==> src/rtl/loop_datapath_pkg.sv <==
// Shared constants for the loop datapath: state indices of the one-hot
// control vector and the default widths.
package loop_datapath_pkg;

  localparam int NUM_STATES     = 7;
  localparam int DEFAULT_DATA_W = 16;
  localparam int DEFAULT_CNT_W  = 8;

  // Bit positions of each controller state inside the control vector
  localparam int S0 = 0;
  localparam int S1 = 1;
  localparam int S2 = 2;
  localparam int S3 = 3;
  localparam int S4 = 4;
  localparam int S5 = 5;
  localparam int S6 = 6;

  typedef logic [NUM_STATES-1:0] ctrl_vec_t;

endpackage

==> src/rtl/loop_datapath_onehot_check.sv <==
// Legality test for the controller's state vector: exactly one bit high.
module ld_onehot_check
  import loop_datapath_pkg::*;
#(
  parameter int N = NUM_STATES
) (
  input  logic [N-1:0] vec,
  output logic         legal
);

  // Non-zero with no second bit set: clearing the lowest set bit must leave zero
  always_comb begin
    legal = (vec != '0) && ((vec & (vec - N'(1))) == '0);
  end

endmodule

==> src/rtl/loop_datapath.sv <==
// Loop datapath driven by a one-hot controller: latches a trip count,
// accumulates an operand stream and publishes the sum with a valid pulse.
// Optional feature: define LOOP_DATAPATH_ONEHOT_CHECK_EN to get a sticky
// ctrl_error flag for illegal control vectors; otherwise ctrl_error is 0.
module loop_datapath
  import loop_datapath_pkg::*;
#(
  parameter int DATA_W = DEFAULT_DATA_W,
  parameter int CNT_W  = DEFAULT_CNT_W
) (
  input  logic              clk,
  input  logic              reset,
  input  logic              s0_ctrl_in,
  input  logic              s1_ctrl_in,
  input  logic              s2_ctrl_in,
  input  logic              s3_ctrl_in,
  input  logic              s4_ctrl_in,
  input  logic              s5_ctrl_in,
  input  logic              s6_ctrl_in,
  input  logic [CNT_W-1:0]  trip_count,
  input  logic [DATA_W-1:0] data_in,
  output logic              B_ctrl_out0,
  output logic [DATA_W-1:0] result,
  output logic              result_valid,
  output logic              ctrl_error
);

  ctrl_vec_t ctrl_vec;
  logic      ctrl_legal;

  logic [CNT_W-1:0]  idx_q, idx_d;
  logic [CNT_W-1:0]  trip_q, trip_d;
  logic [DATA_W-1:0] acc_q, acc_d;
  logic [DATA_W-1:0] op_q, op_d;
  logic [DATA_W-1:0] result_q, result_d;
  logic              result_valid_q, result_valid_d;

  assign ctrl_vec = {s6_ctrl_in, s5_ctrl_in, s4_ctrl_in, s3_ctrl_in,
                     s2_ctrl_in, s1_ctrl_in, s0_ctrl_in};

  // Illegal vectors freeze every register, so this check gates updates
  // whether or not the error flag is built.
  ld_onehot_check #(.N(NUM_STATES)) u_onehot_check (
    .vec   (ctrl_vec),
    .legal (ctrl_legal)
  );

  // Next-state values: hold by default, act only on a legal one-hot vector
  always_comb begin
    idx_d          = idx_q;
    trip_d         = trip_q;
    acc_d          = acc_q;
    op_d           = op_q;
    result_d       = result_q;
    result_valid_d = 1'b0;
    if (ctrl_legal) begin
      if (ctrl_vec[S1]) begin
        idx_d  = '0;
        acc_d  = '0;
        trip_d = trip_count;
      end
      if (ctrl_vec[S2]) op_d = data_in;
      if (ctrl_vec[S3]) acc_d = acc_q + op_q;
      if (ctrl_vec[S4]) idx_d = idx_q + CNT_W'(1);
      if (ctrl_vec[S5]) result_d = acc_q;
      if (ctrl_vec[S6]) result_valid_d = 1'b1;
    end
  end

  // Datapath registers with synchronous reset taking priority over controls
  always_ff @(posedge clk) begin
    if (reset) begin
      idx_q          <= '0;
      trip_q         <= '0;
      acc_q          <= '0;
      op_q           <= '0;
      result_q       <= '0;
      result_valid_q <= 1'b0;
    end else begin
      idx_q          <= idx_d;
      trip_q         <= trip_d;
      acc_q          <= acc_d;
      op_q           <= op_d;
      result_q       <= result_d;
      result_valid_q <= result_valid_d;
    end
  end

  // Loop-continue condition from registered values; wraps with idx, and a
  // zero trip count gets no special treatment here
  always_comb begin
    B_ctrl_out0 = ((idx_q + CNT_W'(1)) != trip_q);
  end

  assign result       = result_q;
  assign result_valid = result_valid_q;

`ifdef LOOP_DATAPATH_ONEHOT_CHECK_EN
  logic ctrl_error_q, ctrl_error_d;

  // Sticky error: any illegal vector outside reset sets it until reset
  always_comb begin
    ctrl_error_d = ctrl_error_q | ~ctrl_legal;
  end

  // Error flag register, cleared only by reset
  always_ff @(posedge clk) begin
    if (reset) ctrl_error_q <= 1'b0;
    else       ctrl_error_q <= ctrl_error_d;
  end

  assign ctrl_error = ctrl_error_q;
`else
  assign ctrl_error = 1'b0;
`endif

endmodule

==> config.mk <==
export PLATFORM = sky130hd
export DESIGN_NAME = loop_datapath
export DESIGN_NICKNAME = d
export VERILOG_FILES = /design/src/rtl/loop_datapath_pkg.sv /design/src/rtl/loop_datapath_onehot_check.sv /design/src/rtl/loop_datapath.sv
export SDC_FILE = /design/constraint.sdc
export NUM_CORES = 1
export LEC_CHECK = 0
export ABC_AREA = 0
export CAP_MARGIN = 15
export CORE_MARGIN = 3
export CORE_UTILIZATION = 30
export DETAILED_ROUTE_END_ITERATION = 8
export PLACE_DENSITY = 0.6
export REMOVE_ABC_BUFFERS = 1
export SETUP_SLACK_MARGIN = 0.15
export SLEW_MARGIN = 10
export SYNTH_ARGS = -nofsm -noshare
export SYNTH_HDL_FRONTEND = slang
export SYNTH_HIERARCHICAL = 1
export SYNTH_SLANG_ARGS = --single-unit
==> constraint.sdc <==
create_clock -name clk -period 3.23 [get_ports clk]
set_clock_uncertainty 0.05 [all_clocks]
set_input_delay 0.323 -clock clk [delete_from_list [all_inputs] [get_ports clk]]
set_output_delay 0.323 -clock clk [all_outputs]
set_load 0.005 [all_outputs]
==> results of run 1 <==
logic make-up (layout without fill, tap and decap cells):
logic type / count (synthesis) / in the layout / share of synthesized area (%)
AOI/OAI and AO/OA: 118 / 118 / 22.3
xor gates and xnor gates: 22 / 22 / 5.86
adders and majority gates: 17 / 17 / 6.69
buffers and inverters: 23 / 74 / 3.00
DFF: 65 / 65 / 39.6
muxes: 3 / 3 / 0.913
other: 1 / 1 / 0.114
and+or+nand+nor: 160 / 160 / 21.5
Yosys cell counts (all sizes together), types with 2 or more instances:
| cell | number | area share, % |
|---|---|---|
| a311oi | 2 | 0.53 |
| nor3 | 8 | 1.5 |
| a211oi | 3 | 0.68 |
| nand3b | 4 | 0.91 |
| o21a | 3 | 0.68 |
| and2 | 5 | 0.95 |
| dfxtp | 65 | 40 |
| o21ai | 20 | 3.2 |
| a21o | 5 | 1.2 |
| o211ai | 3 | 0.84 |
| clkbuf | 13 | 1.5 |
| or3 | 3 | 0.57 |
| nor2 | 22 | 2.5 |
| a32oi | 3 | 0.80 |
| buf | 6 | 1.1 |
| a22o | 10 | 2.7 |
| inv | 4 | 0.46 |
| mux2i | 3 | 0.91 |
| a21oi | 56 | 8.6 |
| and3 | 6 | 1.2 |
| xnor2 | 15 | 4.0 |
| xor2 | 7 | 1.9 |
| nand2 | 96 | 11 |
| nand3 | 6 | 0.91 |
| o21bai | 3 | 0.68 |
| ha | 16 | 6.1 |
| nor2b | 5 | 0.95 |
| a22oi | 3 | 0.68 |
placed cells by master, fill, tap and decap left out, types with 4 or more instances in the layout:
| cell type | count |
|---|---|
| nor3_1 | 6 |
| nand2_1 | 96 |
| a21oi_1 | 55 |
| nand3_1 | 6 |
| a21o_1 | 4 |
| buf_4 | 5 |
| clkbuf_8 | 9 |
| a22o_1 | 10 |
| and2_1 | 5 |
| xor2_1 | 7 |
| clkdlybuf4s50_1 | 49 |
| xnor2_1 | 15 |
| nand3b_1 | 4 |
| and3_1 | 5 |
| nor2b_1 | 5 |
| nor2_1 | 22 |
| ha_1 | 16 |
| dfxtp_1 | 65 |
| o21ai_0 | 16 |
| inv_1 | 4 |
flip-flops by register name, summed over array words and instances (netlist names):
signal / count
result: 16
op_q: 16
trip_q: 8
idx_q: 8
acc_q: 16
result_valid: 1
routing by layer:
metal	GRT usage, %	vias to the layer above	wire (um)
met5	0	-	0
met4	4.93	0	146
met3	2.89	9	285
met2	19.8	50	3490
met1	18.8	1315	4060
li1	-	1524	-
worst max-delay path by stage:
stage	start	to	slack (ps)	depth (start not counted)
final	idx_q[0]	B_ctrl_out0	420	7
after global placement	s1_ctrl_in	acc_q[15]	410	9
after global routing	idx_q[0]	B_ctrl_out0	280	7
after CTS	idx_q[0]	B_ctrl_out0	410	7
after detailed placement	s1_ctrl_in	acc_q[8]	330	7
after floorplan	s0_ctrl_in	acc_q[15]	880	7
where the power goes:
part,internal [mW],switching (mW)
sequential,0.804,0.00204
clock,0.348,0.321
combinational,0.0448,0.0393
total,1.20,0.362
worst reg2reg max path: cells and delay by family, from the launching register on:
family,cells,cell delay [ps]
adder cells (fa/ha/maj),2,600
AO/OA/AOI/OAI,4,850
buffers and inverters,1,60
XOR/XNOR,1,140
AND/OR/NAND/NOR,2,210
flip-flops,1,360
layout make-up:
class | instances | area [um^2]
Sequential cell | 65 | 1300
Multi-Input combinational cell | 321 | 1890
Fill cell | 1100 | 6420
Timing Repair Buffer | 55 | 533
Clock inverter | 6 | 60.1
Tap cell | 136 | 170
Inverter | 4 | 15.0
Clock buffer | 9 | 124
==> impl_results.md, run 1 <==
- Worst skew pair latency: ~340 ps
- Worst VDD drop: between 0.15 and 0.2 mV
- Synthesized area: about 3300 um^2
- Fin Setup TNS: 0 ps
- Global route total overflow: 0
- Post-CTS Setup Repair Bufs: 0
- Power per standard cell area: between 300 and 400 nW/um^2
- Largest net degree at the start of global routing: 34
- Worst Reg-to-Reg Cells: 10
- First-pass GRT wire length: between 10,000 and 15,000 um
- Synth Warn #: 6
- Worst Path Required: between 2000 and 3000 ps
- FF-to-FF End: acc_q[14]
- Cts bufs inserted: 9
- # hold bufs at CTS: 0
- Layout Cells excl Fill: around 600
- Initial DRC Count: 205
- Reg clk slew, reported paths: 80 ps
- CP arrival: approximately 2400 ps
- Post-synthesis register bit count: 65
- Gr usage total: about an eighth
- Dpl cells: 581
- WHS: 404 ps
- Buf+Inv Stages, Crit Path: 1
- PortBufs: 50
- Number of H-tree levels: 3
- Nets: ~510
- Beginning of the worst hold path: result[7]
- Fin area: 4090 um^2
- Fin crit period: 2810 ps
- Antenna violations before repair: 0
- Hold Crit Class: flop to flop
- Core Area: ~11,000 um^2
- Register area share after synthesis: 39.6%
- Worst Setup End Kind: output port
- Die width: 111 um
- DRC Markers: 0
- Overall power: 1.56 mW
- Leak Pwr: around 1.5 nW
- Max Buffers Root-to-Sink: 2
- Vias: between 2,000 and 3,000
- Max-slew violations: 0
- Final number of setup-violating endpoints: 0
- Number of unique standard cell types used by synthesis: 51
- Vias/cell: just under 5
- Cts repair resizes: 0
- Vias in the first global route: roughly 2,800
- TritonCTS clock tree: built
- Fmax: about 0.36 GHz
- I/O pin cnt: 52
- Layout area overhead: 24.4%
- Synthesized instance count: approximately 400
- Final Hold Fails: 0
- Post-route ant nets: 0
- Max-cap viol count: 0
- Ys async rst share: 0%
- CTS Sinks: between 60 and 70
- Synth Area per Inst: between 8 and 9 um^2
- WHS Path Cells: 2
- Status: finished clean
- Crit-path slowest cell: clkdlybuf4s50_1
- Initial Utilization: between 30% and 40%
- Root buffer cell: clkbuf_8
- Placer congestion estimate: 0.873
- Family with the most delay on the worst path: buffers and inverters
- Reg-to-reg critical path startpoint: acc_q[0]
- DP Area: between 3000 and 4000 um^2
- DP Wirelength: ~5900 um
- Crit share post-route: 87.2%
- Routed WL per cell: around 13 um
- Top_reg_cell synth: dfxtp_1
- Die Footprint: about 12,000 um^2
- CP startpoint kind: flop
- Diodes inserted: 0
- Crit-path max FO: 6
- Pre-CTS setup slack: 328 ps
- Layout Utilization: a little under 40%
- Largest stage delay on the critical path: around 510 ps
- Pre-antenna DRT Iters: 4
- Slew HR: between 50% and 60%
- Number of flops mapped to enable cells by yosys: 0
- Slew @ Worst Pin: a little over 600 ps
- Crit-path cells: ha_1 > and2_1 > nor2b_1 > o311ai_0 > o31ai_1 > nand4_1 > clkdlybuf4s50_1
- Setup WS post-layout: around 420 ps
- Layout cells sized above 1: approximately 6.1%
- Row count: 37
- WHS Endpoint: result[7]
- R2R Setup Slk: roughly 850 ps
- WL final: 7980 um
- RSZ-0062 raised after global routing: false
- Crit Path Class: flop to output port
- Die height: around 110 um
Note: power is estimated with default switching activity, not from simulation.
==> run 2, diff against run 1 <==
--- a/config.mk
+++ b/config.mk
@@ -7,7 +7,7 @@
 export LEC_CHECK = 0
 export ABC_AREA = 0
 export CAP_MARGIN = 15
-export CORE_MARGIN = 3
+export CORE_MARGIN = 1.5
 export CORE_UTILIZATION = 30
 export DETAILED_ROUTE_END_ITERATION = 8
 export PLACE_DENSITY = 0.6
==> run 2 against run 1 <==
Net effect:
- global-route usage up 0.70 points
- die area down 5.3%
- clock power up 1%
- register-to-register slack worse by 60 ps
- cell count up 1.2%
- core utilization down 0.57 points
- cell area up 0.76%
- combinational power up 2.6%
- first-iteration DRC count down 17%
- non-clock buffer count up 2
- critical path type unchanged
==> impl_results.md, run 2 (same netlist as run 1, synthesis figures left out) <==
- GR peak layer: met2
- CTS Sinks: 65 (unchanged)
- Setup WS post-layout: 477 ps (+62.1 ps)
- Cts repair resizes: 0 (unchanged)
- Largest net degree at the start of global routing: 37 (+8.8%)
- Most Frequent Cell on Critical Path: xnor2_1
- RSZ-0062 raised after global routing: false
- Vias: 2,960 (+2.1%)
- Overall power: 1.57 mW (+0.71%)
- Global route total overflow: 0 (unchanged)
- Row count: 38 (+2.7%)
- Worst Setup End Kind: output port
- TritonCTS clock tree: built
- Routed WL per cell: 13.2 um (-1.5%)
- Crit-path slowest cell: clkdlybuf4s50_1
- Diodes inserted: 0 (unchanged)
- Core Area: 10,700 um^2 (+2.3%)
- Post-route ant nets: 0 (unchanged)
- Crit share post-route: 85.2% (-1.9 points)
- Reg clk slew, reported paths: 70 ps (about the same)
- Fin crit period: 2750 ps (-62.1 ps)
- Fin Setup TNS: 0 ps (unchanged)
- Global routing usage on met3: 2.66% (-0.23 points)
- Post-CTS Setup Repair Bufs: 0 (unchanged)
- Worst skew pair latency: 340 ps (about the same)
- Commonest non-fill, non-tap cell in the layout: nand2_1
- Antenna violations before repair: 0 (unchanged)
- Number of H-tree levels: 3 (unchanged)
- Crit-path cells: ha_1 > and3_1 > nand3_1 > xnor2_1 > xnor2_1 > nand4_1 > clkdlybuf4s50_1
- DP Wirelength: 5770 um (-1.6%)
- WHS: 362 ps (-42.0 ps)
- Layout area overhead: 25.4%
- # hold bufs at CTS: 0 (unchanged)
- Die width: 108 um (-2.7%)
- Gr usage total: 14.0% (+0.70 points)
- DRC Markers: 0 (unchanged)
- Vias in the first global route: 2,771 (+0.43%)
- PortBufs: 50 (unchanged)
- First-pass GRT wire length: 12,800 um (-6.0%)
- CP arrival: 2380 ps (-60 ps)
- Vias/cell: 4.91 (+0.95%)
- Crit-path max FO: 6 (unchanged)
- Die Footprint: 11,600 um^2 (-5.3%)
- Final number of setup-violating endpoints: 0 (unchanged)
- Placer congestion estimate: 0.883 (+1.2%)
- Crit Path Class: flop to output port
- Met1 Usage GRT: 19.8% (+1.0 points)
- Cts bufs inserted: 9 (unchanged)
- Most frequent cells in the layout: nand2_1, dfxtp_1, a21oi_1
- Worst VDD drop: 0.202 mV (+10%)
- Leak Pwr: 1.50 nW (+0.71%)
- Global Route met2 Usage: 20.7% (+0.87 points)
- Max Buffers Root-to-Sink: 2 (unchanged)
- Initial Utilization: 30.6% (-0.69 points)
- Largest stage delay on the critical path: 470 ps (-40 ps)
- I/O pin cnt: 52 (unchanged)
- Slew HR: 53.0% (-5.5 points)
- Root buffer cell: clkbuf_8
- Power per standard cell area: 381 nW/um^2 (about the same)
- Pre-CTS setup slack: 317 ps (-11.0 ps)
- WL final: 7960 um (-0.31%)
- Status: finished clean
- Hold Crit Class: primary input to flop
- Pre-antenna DRT Iters: 4 (unchanged)
- Final Hold Fails: 0 (unchanged)
- Fmax: 0.363 GHz (+2.3%)
- Initial DRC Count: 170 (-17%)
- Max-cap viol count: 0 (unchanged)
- Worst Path Required: 2860 ps (about the same)
- Slew @ Worst Pin: 698 ps (+80.9 ps)
- Die height: 108 um (-2.7%)
- Buf+Inv Stages, Crit Path: 1 (unchanged)
- Max-slew violations: 0 (unchanged)
- Layout cells sized above 1: 6.70% (+0.61 points)
- Family with the most delay on the worst path: buffers and inverters
- CP startpoint kind: flop
- Nets: 508 (+0.40%)
[run 2: cell count changes in the layout (fill, tap and decap cells not counted)]
| cell | before | now |
|---|---|---|
| clkinvlp_4 | 2 | 3 |
| buf_4 | 5 | 7 |
| clkinv_4 | 0 | 1 |
| clkinv_2 | 3 | 2 |
[run 2: final timing paths]
check,to,slack (ps),cells past startpoint,start
max,B_ctrl_out0,480,7,idx_q[0]
min,idx_q[1],360,2,reset
max reg2reg,acc_q[12],790,10,acc_q[0]
min reg2reg,result[8],400,2,result[8]
[run 2: stage by stage]
step	utilization (%)	std cells	instance area, um^2
2_1_floorplan	-	390	3210
3_3_place_gp	36.6	587	3930
3_5_place_dp	36.6	587	3930
4_1_cts	38.4	603	4120
5_1_grt	38.4	603	4120
6_report	38.4	603	4120
[run 2: cell type report]
type                            instances  area, um^2
Clock inverter                          7        71.3
Sequential cell                        65        1300
Inverter                                4        15.0
Tap cell                              140         175
Timing Repair Buffer                   57         548
Multi-Input combinational cell        321        1890
Fill cell                            1150        6620
Clock buffer                            9         124
[run 2: report_power, final]
group	switching, mW	internal [mW]
Clock	0.323	0.354
Combinational	0.0405	0.0459
Sequential	0.00196	0.804
[run 2: layer usage]
metal  routed length, um  vias up
li1                    -     1534
met1                4180     1353
met2                3350       63
met3                 280       10
met4                 142        0
met5                   0        -
==> run 3, diff against run 2 <==
--- a/config.mk
+++ b/config.mk
@@ -18,3 +18,4 @@
 export SYNTH_HDL_FRONTEND = slang
 export SYNTH_HIERARCHICAL = 1
 export SYNTH_SLANG_ARGS = --single-unit
+export TNS_END_PERCENT = 30
==> constraint.sdc (replaced) <==
create_clock -name clk -period 3.23 [get_ports clk]
set_clock_uncertainty 0.05 [all_clocks]
set_input_delay 0.4845 -clock clk [delete_from_list [all_inputs] [get_ports clk]]
set_output_delay 0.4845 -clock clk [all_outputs]
set_load 0.005 [all_outputs]
==> run 3 against run 2 <==
Net effect:
- flip-flop and latch count stayed put
- non-clock buffer count is 1 higher
- first-iteration DRC count up 28%
- cell count grew 0.17%
- cell area up 1.1%
- global-route usage grew 0.60 points
- routed wire length barely moved
- worst setup slack worse by 90 ps
- register-to-register slack barely moved
- critical endpoint unchanged
- critical path depth unchanged
- critical path type unchanged
==> impl_results.md, run 3 (same netlist as run 1, synthesis figures left out) <==
- Status: finished clean
- Fin Setup TNS: 0 ps (unchanged)
- Met1 Usage GRT: 20.5% (+0.65 points)
- Global route total overflow: 0 (unchanged)
- R2R Setup Slk: 790 ps (about the same)
- Max-slew violations: 0 (unchanged)
- Vias/cell: 4.84 (-1.3%)
- Overall power: 1.69 mW (+7.6%)
- Diodes inserted: 0 (unchanged)
- Fin area: 4170 um^2 (+1.1%)
- DP Wirelength: 5900 um (+2.3%)
- Vias in the first global route: 2,696 (-2.7%)
- Pre-CTS setup slack: 212 ps (-105 ps)
- Most frequent cells in the layout: nand2_1, dfxtp_1, a21oi_1
- Initial DRC Count: 217 (+28%)
- WHS: 402 ps (+40.1 ps)
- CP arrival: 2310 ps (-70 ps)
- Final Hold Fails: 0 (unchanged)
- Setup WS post-layout: 387 ps (-90.1 ps)
- Worst Setup End Kind: output port
- Leak Pwr: 1.53 nW (+1.6%)
- Power per standard cell area: 405 nW/um^2 (+6.4%)
- I/O pin cnt: 52 (unchanged)
- Number of H-tree levels: 3 (unchanged)
- GR peak layer: met2
- Pre-antenna DRT Iters: 4 (unchanged)
- Slew @ Worst Pin: 737 ps (+38.9 ps)
- Slew HR: 50.4% (-2.6 points)
- Crit Path Class: flop to output port
- Initial Utilization: 30.6% (unchanged)
- First-pass GRT wire length: 13,200 um (+3.1%)
- DP Area: 3940 um^2 (+0.19%)
- Max-cap viol count: 0 (unchanged)
- Root buffer cell: clkbuf_8
- Die width: 108 um (unchanged)
- FF-to-FF End: acc_q[14]
- Placer congestion estimate: 0.896 (+1.4%)
- Post-route ant nets: 0 (unchanged)
- Routed WL per cell: 13.2 um (-0.19%)
- WL final: 7950 um (about the same)
- RSZ-0062 raised after global routing: false
- Antenna violations before repair: 0 (unchanged)
- Critical path startpoint: idx_q[0]
- Worst Path Required: 2700 ps (-160 ps)
- Commonest non-fill, non-tap cell in the layout: nand2_1
- Max Buffers Root-to-Sink: 2 (unchanged)
- Global routing usage on met3: 3.81% (+1.2 points)
- CTS Sinks: 65 (unchanged)
- Fill cells: 1,154 (+0.35%)
- Global Route met2 Usage: 21.2% (+0.50 points)
- Die height: 108 um (unchanged)
- Reg-to-reg critical path startpoint: acc_q[0]
- Cts bufs inserted: 9 (unchanged)
- PortBufs: 50 (unchanged)
- Gr usage total: 14.6% (+0.60 points)
- Die Footprint: 11,600 um^2 (unchanged)
- Critical Path End: B_ctrl_out0
- CP startpoint kind: flop
- Final number of setup-violating endpoints: 0 (unchanged)
- Crit share post-route: 88.0% (+2.8 points)
- Fin crit period: 2840 ps (+90.1 ps)
- TritonCTS clock tree: built
- Crit-path max FO: 6 (unchanged)
- Row count: 38 (unchanged)
- Reg clk slew, reported paths: 70 ps (about the same)
- Layout cells sized above 1: 7.11% (+0.42 points)
- Vias: 2,925 (-1.2%)
- # hold bufs at CTS: 0 (unchanged)
- DRC Markers: 0 (unchanged)
- Largest net degree at the start of global routing: 37 (unchanged)
- Worst skew pair latency: 350 ps (about the same)
- Worst Reg-to-Reg Cells: 10 (unchanged)
- Layout area overhead: 26.7%
- Worst VDD drop: 0.184 mV (-9.1%)
- Hold Crit Class: flop to flop
- Nets: 509 (+0.20%)
- Core Area: 10,700 um^2 (unchanged)
- Fmax: 0.352 GHz (-3.2%)
[run 3: changes by cell type in the layout (fill, tap and decap cells not counted)]
cell	previous run	this run
buf_4	7	8
bufinv_16	1	2
clkbuf_8	9	11
clkinv_4	1	0
clkinvlp_4	3	1
ha_1	16	15
ha_2	0	1
[run 3: layout make-up]
| class | count | area, um^2 | share of cell area (%) |
|---|---|---|---|
| multi-input combinational | 321 | 1890 | 45.4 |
| clock buffer | 11 | 151 | 3.63 |
| tap | 140 | 175 | 4.20 |
| inverter | 4 | 15.0 | 0.360 |
| timing repair buffer | 58 | 556 | 13.3 |
| sequential | 65 | 1300 | 31.2 |
| clock inverter | 5 | 77.6 | 1.86 |
[run 3: worst min-delay path by stage]
| stage | from | endpoint | slack, ps | cells after the start |
|---|---|---|---|---|
| CTS | result[9] | result[9] | 410 | 2 |
| floorplan | acc_q[15] | result[15] | 380 | 2 |
| global placement | result[13] | result[13] | 390 | 2 |
| finish | result[9] | result[9] | 400 | 2 |
| global route | result[8] | result[8] | 430 | 2 |
| detailed placement | result[9] | result[9] | 400 | 2 |
[run 3: timing repair]
item,4_1_cts,5_1_grt
setup endpoints to repair,0,1
setup buffers,0,0
resized for setup,0,1
[run 3: per-layer routing]
| metal | vias up | wire (um) |
|---|---|---|
| met1 | 1336 | 4120 |
| li1 | 1531 | - |
| met4 | 0 | 87 |
| met2 | 54 | 3400 |
| met5 | - | 0 |
| met3 | 4 | 341 |
[run 3: power by group]
part | total [mW] | switching (mW) | internal [mW]
combinational | 0.0867 | 0.0406 | 0.0461
clock | 0.796 | 0.322 | 0.474
sequential | 0.806 | 0.00198 | 0.804
[run 3: through the flow]
step           cells  utilization [%]
2_1_floorplan    390                -
3_3_place_gp     588             36.6
3_5_place_dp     588             36.6
4_1_cts          604             38.8
5_1_grt          604             38.8
6_report         604             38.8
[run 3: critical path: stages (launching register included)]
cell	delay, ps
dfxtp_1	430
ha_2	270
and3_1	190
nand3_1	100
xnor2_1	260
xnor2_1	150
nand4_1	110
clkdlybuf4s50_1	460
